==> config.mk <==
export PLATFORM = sky130hd
export DESIGN_NAME = firebird7_in_gate1_tessent_data_mux_seq
export DESIGN_NICKNAME = d
export VERILOG_FILES = /design/src/rtl/firebird7_in_gate1_tessent_data_mux_seq_pkg.sv /design/src/rtl/firebird7_in_gate1_tessent_data_mux_seq_chan.sv /design/src/rtl/firebird7_in_gate1_tessent_data_mux_seq.sv
export SDC_FILE = /design/constraint.sdc
export NUM_CORES = 1
export LEC_CHECK = 0
export CAP_MARGIN = 20
export CORE_UTILIZATION = 45
export CTS_CLUSTER_SIZE = 25
export DETAILED_ROUTE_END_ITERATION = 8
export HOLD_SLACK_MARGIN = 0.03
export PLACE_DENSITY = 0.86
export SYNTH_ARGS = -nofsm -noshare
export SYNTH_HDL_FRONTEND = slang
export SYNTH_SLANG_ARGS = --single-unit
==> constraint.sdc <==
create_clock -name ijtag_tck -period 1.8 [get_ports ijtag_tck]
set_input_delay 0.18 -clock ijtag_tck [delete_from_list [all_inputs] [get_ports ijtag_tck]]
set_output_delay 0.18 -clock ijtag_tck [all_outputs]
set_load 0.03 [all_outputs]
==> src/rtl/firebird7_in_gate1_tessent_data_mux_seq_pkg.sv <==
// firebird7_in_gate1_tessent_data_mux_seq_pkg
// Shared definitions for the gate1 IJTAG data mux with break-before-make
// handover: the per-channel state encoding and the hold-counter limits.
package firebird7_in_gate1_tessent_data_mux_seq_pkg;

  // Per-channel handover state.
  typedef enum logic [1:0] {
    ST_FUNC   = 2'd0,  // functional data driving the output
    ST_HOLD_I = 2'd1,  // output frozen, moving towards IJTAG
    ST_IJTAG  = 2'd2,  // IJTAG data driving the output
    ST_HOLD_F = 2'd3   // output frozen, moving towards functional
  } chan_state_e;

  // Hold counter width and the largest SETTLE it can express.
  localparam int SETTLE_CNT_W = 4;
  localparam int SETTLE_MAX   = 15;

endpackage

==> src/rtl/firebird7_in_gate1_tessent_data_mux_seq_chan.sv <==
// firebird7_in_gate1_tessent_data_mux_seq_chan
// One mux channel. Selects functional or IJTAG data; any sampled change of
// select freezes the output at its last value for SETTLE extra edges before
// the new source is presented. A select reversal while frozen aborts the
// handover and returns to the original source.
// Ports:
//   ijtag_tck      - clock
//   ijtag_reset    - synchronous active-high reset
//   select         - requested source (1 = IJTAG)
//   func_data      - functional data
//   ijtag_data     - IJTAG override data
//   data_out       - muxed output
//   select_active  - 1 only while IJTAG data is driving
//   switching      - 1 while the output is frozen in a hold state
module firebird7_in_gate1_tessent_data_mux_seq_chan
  import firebird7_in_gate1_tessent_data_mux_seq_pkg::*;
#(
  parameter int WIDTH  = 3,
  parameter int SETTLE = 2
) (
  input  logic             ijtag_tck,
  input  logic             ijtag_reset,
  input  logic             select,
  input  logic [WIDTH-1:0] func_data,
  input  logic [WIDTH-1:0] ijtag_data,
  output logic [WIDTH-1:0] data_out,
  output logic             select_active,
  output logic             switching
);

  // Counter load value: the hold lasts SETTLE+1 edges including the edge
  // that enters the hold state, so the counter starts at SETTLE-1.
  localparam logic [SETTLE_CNT_W-1:0] CNT_INIT =
    (SETTLE > 0) ? SETTLE_CNT_W'(SETTLE - 1) : '0;

  chan_state_e             state_q, state_d;
  logic [WIDTH-1:0]        hold_q, hold_d;
  logic [SETTLE_CNT_W-1:0] cnt_q, cnt_d;

  always_comb begin
    state_d = state_q;
    hold_d  = hold_q;
    cnt_d   = cnt_q;
    case (state_q)
      ST_FUNC: begin
        if (select) begin
          if (SETTLE == 0) begin
            state_d = ST_IJTAG;
          end else begin
            state_d = ST_HOLD_I;
            hold_d  = func_data;
            cnt_d   = CNT_INIT;
          end
        end
      end
      ST_IJTAG: begin
        if (!select) begin
          if (SETTLE == 0) begin
            state_d = ST_FUNC;
          end else begin
            state_d = ST_HOLD_F;
            hold_d  = ijtag_data;
            cnt_d   = CNT_INIT;
          end
        end
      end
      ST_HOLD_I: begin
        if (!select) begin
          state_d = ST_FUNC;
        end else if (cnt_q == '0) begin
          state_d = ST_IJTAG;
        end else begin
          cnt_d = cnt_q - 1'b1;
        end
      end
      ST_HOLD_F: begin
        if (select) begin
          state_d = ST_IJTAG;
        end else if (cnt_q == '0) begin
          state_d = ST_FUNC;
        end else begin
          cnt_d = cnt_q - 1'b1;
        end
      end
      default: state_d = ST_FUNC;
    endcase
  end

  always_ff @(posedge ijtag_tck) begin
    if (ijtag_reset) begin
      state_q <= ST_FUNC;
      hold_q  <= '0;
      cnt_q   <= '0;
    end else begin
      state_q <= state_d;
      hold_q  <= hold_d;
      cnt_q   <= cnt_d;
    end
  end

  // Steady states pass data straight through with no register in the path.
  always_comb begin
    data_out      = func_data;
    select_active = 1'b0;
    switching     = 1'b0;
    case (state_q)
      ST_FUNC:  data_out = func_data;
      ST_IJTAG: begin
        data_out      = ijtag_data;
        select_active = 1'b1;
      end
      ST_HOLD_I, ST_HOLD_F: begin
        data_out  = hold_q;
        switching = 1'b1;
      end
      default:  data_out = func_data;
    endcase
  end

endmodule

==> src/rtl/firebird7_in_gate1_tessent_data_mux_seq.sv <==
// firebird7_in_gate1_tessent_data_mux_seq
// NCH independent functional/IJTAG data mux channels with break-before-make
// handover, plus a shared capture register that snapshots functional data
// for IJTAG readback.
// Ports:
//   ijtag_tck           - clock
//   ijtag_reset         - synchronous active-high reset
//   ijtag_select        - per-channel requested source (1 = IJTAG)
//   functional_data_in  - functional data, channel c at [c*WIDTH +: WIDTH]
//   ijtag_data_in       - IJTAG override data, same packing
//   capture_en          - snapshot functional_data_in at the next edge
//   data_out            - muxed output, same packing
//   capture_data_out    - registered functional snapshot
//   select_active       - per-channel: IJTAG currently driving
//   switching           - per-channel: hold in progress
module firebird7_in_gate1_tessent_data_mux_seq
  import firebird7_in_gate1_tessent_data_mux_seq_pkg::*;
#(
  parameter int WIDTH  = 3,
  parameter int NCH    = 1,
  parameter int SETTLE = 2
) (
  input  logic                 ijtag_tck,
  input  logic                 ijtag_reset,
  input  logic [NCH-1:0]       ijtag_select,
  input  logic [NCH*WIDTH-1:0] functional_data_in,
  input  logic [NCH*WIDTH-1:0] ijtag_data_in,
  input  logic                 capture_en,
  output logic [NCH*WIDTH-1:0] data_out,
  output logic [NCH*WIDTH-1:0] capture_data_out,
  output logic [NCH-1:0]       select_active,
  output logic [NCH-1:0]       switching
);

  // Elaboration-time parameter checks.
  generate
    if (SETTLE < 0 || SETTLE > SETTLE_MAX) begin : g_bad_settle
      $error("SETTLE must be in 0..%0d", SETTLE_MAX);
    end
    if (WIDTH < 1) begin : g_bad_width
      $error("WIDTH must be at least 1");
    end
    if (NCH < 1) begin : g_bad_nch
      $error("NCH must be at least 1");
    end
  endgenerate

  genvar gi;
  generate
    for (gi = 0; gi < NCH; gi++) begin : g_chan
      firebird7_in_gate1_tessent_data_mux_seq_chan #(
        .WIDTH  (WIDTH),
        .SETTLE (SETTLE)
      ) u_chan (
        .ijtag_tck     (ijtag_tck),
        .ijtag_reset   (ijtag_reset),
        .select        (ijtag_select[gi]),
        .func_data     (functional_data_in[gi*WIDTH +: WIDTH]),
        .ijtag_data    (ijtag_data_in[gi*WIDTH +: WIDTH]),
        .data_out      (data_out[gi*WIDTH +: WIDTH]),
        .select_active (select_active[gi]),
        .switching     (switching[gi])
      );
    end
  endgenerate

  // Capture is independent of channel state; it always sees functional data.
  logic [NCH*WIDTH-1:0] capture_q, capture_d;

  always_comb begin
    capture_d = capture_q;
    if (capture_en) begin
      capture_d = functional_data_in;
    end
  end

  always_ff @(posedge ijtag_tck) begin
    if (ijtag_reset) begin
      capture_q <= '0;
    end else begin
      capture_q <= capture_d;
    end
  end

  assign capture_data_out = capture_q;

endmodule
Word-level counts from Yosys, hierarchy flattened
Index checks and enable logic that the tools add are counted.
{"block": "classes", "n_addsub": 1, "eq_ne": 9, "muxes": 19, "reduce_logical": 7}
{"cell": "$mux W4", "n": 5}
{"cell": "$pmux W4 S4", "n": 1}
{"cell": "$mux W2", "n": 6}
{"cell": "$pmux W3 S3", "n": 1}
{"cell": "$ne A2 B2 Y1 const B", "n": 4}
{"cell": "$pmux W2 S4", "n": 1}
{"cell": "$reduce_and A4 Y1", "n": 2}
{"cell": "$mux W3", "n": 2}
{"cell": "$ne A3 B2 Y1 const B", "n": 2}
{"cell": "$pmux W3 S2", "n": 1}
{"cell": "$eq A2 B2 Y1 const B", "n": 2}
{"cell": "$logic_not A4 Y1", "n": 1}
{"cell": "$sub A4 B1 Y4 const B", "n": 1}
{"cell": "$reduce_and A3 Y1", "n": 1}
{"cell": "$eq A2 B1 Y1 const B", "n": 1}
{"cell": "$logic_not A2 Y1", "n": 1}
{"cell": "$mux W1", "n": 2}
{"cell": "$reduce_bool A2 Y1", "n": 1}
{"cell": "$reduce_or A2 Y1", "n": 1}
{"block": "totals", "register_bits": 12, "inputBits": 10, "output_inout_bits": 8}

Depth between registers and ports, before layout
{"block": "logic_depth", "ltp_word": 4, "mapped_depth": 5, "depth_no_buf": 5}

Cells and area by module
Synthesis repeated with hierarchy kept, for this count alone.
{"block": "hier_totals", "hier_cells": 77, "area_unflattened_um2": 649.4}
{"mod": "firebird7_in_gate1_tessent_data_mux_seq_chan", "instances": 1, "cells_each": 68, "area_each_um2": 548.0, "seq_area_each_um2": 180.2}
{"mod": "firebird7_in_gate1_tessent_data_mux_seq", "instances": 1, "cells_each": 9, "area_each_um2": 101.3, "seq_area_each_um2": 60.1}

Least setup slack after synthesis
No wires, ideal clock.
{"block": "synth_timing", "kind": "reg-to-output", "startpoint": "reg g_chan[0].u_chan.state_q[0]", "endpoint": "out data_out[0]", "arrival_ns": 1.370, "t_required_ns": 1.620, "path_slack_ns": 0.250, "stages_incl_launch_ff": 4, "path_cell_list": "dfxtp_1 > clkbuf_1 > buf_1 > o21ai_0"}
{"block": "synth_between", "elab_chain_cells": 3, "word_cells_on_any_way": 6, "classes_between": "eq/ne: 3; mux: 1; reduce/logical: 2"}
{"item": "start, declared", "line_no": "firebird7_in_gate1_tessent_data_mux_seq_chan.sv:36", "text": "chan_state_e state_q, state_d;"}
{"item": "start signal, assigned", "line_no": "firebird7_in_gate1_tessent_data_mux_seq_chan.sv:95", "text": "state_q <= state_d;"}
{"item": "$eq A2 B1 Y1 or $eq A2 B2 Y1 (tied branches)", "line_no": "firebird7_in_gate1_tessent_data_mux_seq_chan.sv:106", "text": "case (state_q)"}
{"item": "$reduce_or A2 Y1", "line_no": "firebird7_in_gate1_tessent_data_mux_seq_chan.sv:106"}
{"item": "$pmux W3 S3 *", "line_no": "firebird7_in_gate1_tessent_data_mux_seq_chan.sv:106"}
{"item": "end, declared", "line_no": "firebird7_in_gate1_tessent_data_mux_seq.sv:29", "text": "output logic [NCH*WIDTH-1:0] data_out,"}
Every way passes the cells marked *; elsewhere a longest branch is shown, timed or not.

Final worst setup path
{"block": "layout_timing", "startpoint": "reg g_chan[0].u_chan.state_q[0]", "endpoint": "out switching"}
{"block": "layout_between", "elab_chain_cells": 3, "word_cells_on_any_way": 4, "classes_between": "eq/ne: 2; mux: 1; reduce/logical: 1"}
{"item": "$eq A2 B1 Y1 or $eq A2 B2 Y1 (tied branches)", "line_no": "firebird7_in_gate1_tessent_data_mux_seq_chan.sv:106"}
{"item": "$reduce_or A2 Y1 *", "line_no": "firebird7_in_gate1_tessent_data_mux_seq_chan.sv:106"}
{"item": "$mux W1 *", "line_no": "firebird7_in_gate1_tessent_data_mux_seq_chan.sv:106"}
{"item": "end, declared", "line_no": "firebird7_in_gate1_tessent_data_mux_seq.sv:32", "text": "output logic [NCH-1:0] switching"}
Marked as above.

==> metrics <==
outcome complete, no violations; vias in the first global route 585; most used routing layer met2; Sequential Power Share 0.415; Worst Hold Class reg -> reg; die span in y 40.17 µm; root buffer cell clkbuf_4; adder-cell share of the synthesized area 0.03817; CP Buf/Inv Count 1; Clk pwr share 0.297; worst-margin pin slew 733.5 ps; Antenna Nets Post-Route 0; Boundary Pins 18; Simple-Gate Fraction of Synth Area 0.1584; All-Layer GR Usage 0.2135; TritonRoute pass-1 iters 4; worst hold slack 495.8 ps; TritonCTS clock tree yes; die width 40.17 µm; Cells after DPL 108; Switching Share 0.3072; PwrDens 818.8 nW/µm²; critical path's top delay family buffers and inverters; critical path's largest stage delay 720 ps; Max Slew Vio Count 0; Finished Layout Cells 112; CP Launch Type register; total CTS buffers 3; Psw 0.2250 mW; Worst Path Max Fanout 9; largest family of logic cells by synthesized area compound AO/OA/AOI/OAI gates; layout net count 110; worst setup path category reg -> out; first-pass GRT wire length 2.228 mm; H-Tree Level Count 1; Ant. Diodes 0; fin crit period 1665 ps; RSZ-0062 raised after global routing false; Hold Fails Final Rpt 0; number of max-cap violations 0; WL final 1.419 mm; WL per Instance 12.67 µm; multi-input logic area 361.6 µm²; HPWL Detailed 1.084 mm; xor and xnor area share after synthesis 0.02672; Max stage delay cell, worst path clkdlybuf4s50_1; Mapped Nets 87; clk slew on worst S/H paths 80 ps; Syn Inst Count 75; GPL Wtd Cong 0.7925; Fmax 600.5 MHz; TritonCTS Sinks 12; CORE AREA 1334 µm²; final setup fails 0; Remaining DRCs 0; sequential element share of the synthesized area 0.3664; post-synthesis compound-gate area fraction 0.1908; flip-flop and latch area 241.5 µm²; largest net degree at the start of global routing 12; total gr overflow 0; period utilization 0.9252; Starting Density 0.4916; Layout area overhead 36.45%; internal cell power 0.5074 mW; critical path endpoint category primary output; flops & latches, synth 12; number of vias in the routed layout 609; total power 0.7325 mW; DR iter-0 viols 8; share of cells above drive strength 1 0.1443; mux cell area share after synthesis 0.1374; CTS Hold Bufs 0; Worst Skew 6.338 ps; Cell Area, Synth 655.6 µm²; met3 usage 0.08889; Yosys cell types 26; antenna violations before repair 0; Avg Cell Area, Syn 8.742 µm²; synth warn 0; Lkg Pwr 0.3480 nW; fillers 113; setup_tns 0 ps; Max Root-Sink Buffers 2; Port Buf Inserts 17; peak supply drop 0.4335 mV; Vias/cell 5.438; Relative slew margins 0.5075; WP data required 1620 ps; CP arrival 1490 ps; crit path cell chain clkdlybuf4s50_1; Die Area 1614 µm²; grt met1 use 0.2441; Skew-Pair Late Insertion Delay 280 ps; met2 usage 0.3548; Comb pwr share 0.288; cell row count 13
[registers in the layout, indices dropped and copies added (netlist names), named ones only]
register               flops
g_chan.u_chan.state_q      1
g_chan.u_chan.cnt_q        4
g_chan.u_chan.hold_q       3
capture_data_out           3
[layer usage]
layer / vias to the layer above / share of wire
met4: 0 / 0
met5: - / 0
met1: 287 / 0.46
met2: 12 / 0.50
met3: 0 / 0.039
li1: 310 / -
[stage by stage]
| stage | utilization | setup WS [ps] | cell area (µm²) |
|---|---|---|---|
| after floorplan | - | 249.6 | 655.6 |
| after CTS | 0.6698 | 94.48 | 893.4 |
| after detailed placement | 0.6463 | 3.174 | 862.1 |
| after global routing | 0.6707 | 44.89 | 894.6 |
| after global placement | 0.6463 | 29.57 | 862.1 |
| final | 0.6707 | 134.7 | 894.6 |
[cell usage in the layout, fill, tap and decap left out, drive strengths merged]
| cell | n |
|---|---|
| a21bo | 1 |
| nor2b | 2 |
| or4 | 2 |
| buf | 8 |
| nor4 | 1 |
| o21ai | 5 |
| nor3b | 1 |
| ha | 2 |
| mux2i | 9 |
| a21oi | 6 |
| a31oi | 1 |
| or3 | 2 |
| nand2 | 5 |
| inv | 3 |
| nand2b | 1 |
| dlygate4sd2 | 4 |
| a21o | 1 |
| nand3 | 2 |
| clkbuf | 4 |
| clkdlybuf4s50 | 13 |
| a211oi | 5 |
| dfxtp | 12 |
| a311oi | 1 |
| nor2 | 4 |
| xor2 | 1 |
| xnor2 | 1 |
[logic make-up (layout without fill, tap and decap cells)]
| family | count (synthesis) | after routing |
|---|---|---|
| adders and majority gates | 2 | 2 |
| muxes | 9 | 9 |
| xor gates and xnor gates | 2 | 2 |
| AOI/OAI and AO/OA | 20 | 20 |
| buffers and inverters | 10 | 32 |
| DFF | 12 | 12 |
| and+or+nand+nor | 20 | 20 |
[area by class of cell]
| class | instances | share of cell area |
|---|---|---|
| clock buffer | 4 | 0.04056 |
| inverter | 3 | 0.01259 |
| multi-input combinational | 53 | 0.4042 |
| sequential | 12 | 0.2699 |
| tap | 15 | 0.02098 |
| timing repair buffer | 25 | 0.2517 |
[timing repair]
item / 4_1_cts / 5_1_grt
setup endpoints to repair: 4 / 1
endpoints found under the hold margin: 0 / 0
pin swaps: 0 / 0
buffers inserted: 0 / 0
gates resized for setup: 4 / 1
[synth_stat cells]
cell      number  area [µm²]
a211oi_1       5       37.54
a21bo_2        1       10.01
a21o_1         1       7.510
a21oi_1        6       30.03
a311oi_1       1       8.760
a31oi_1        1       6.260
buf_1          1       3.750
buf_2          1       5.000
buf_6          2       22.52
clkbuf_1       3       11.26
dfxtp_1       12       240.2
ha_1           2       25.02
inv_1          3       11.26
mux2i_1        9       90.09
nand2_1        5       18.77
nand2b_1       1       6.260
nand3_1        2       10.01
nor2_1         4       15.01
nor2b_1        2       12.51
nor3b_1        1       7.510
nor4_1         1       6.260
o21ai_0        5       25.02
or3_1          2       12.51
or4_1          2       15.01
xnor2_1        1       8.760
xor2_1         1       8.760
[path summary, 6_finish.rpt]
path                                    start                        end  slack [ps]  cells after the start
setup / recovery  g_chan[0].u_chan.state_q[0]                  switching         130                      1
hold reg to reg           capture_data_out[2]        capture_data_out[2]         500                      2
hold / removal            capture_data_out[2]        capture_data_out[2]         500                      2
setup reg to reg    g_chan[0].u_chan.cnt_q[1]  g_chan[0].u_chan.cnt_q[2]         190                      6
[power by group through the flow]
stage	Clock, mW	Combinational (mW)	Sequential, mW
final	0.217	0.211	0.304
after global routing	0.232	0.230	0.308
after CTS	0.223	0.210	0.304
after detailed placement	0	0.217	0.310
after global placement	0	0.211	0.310
after floorplan	0	0.133	0.308
Power figures use the tool's default switching activity.
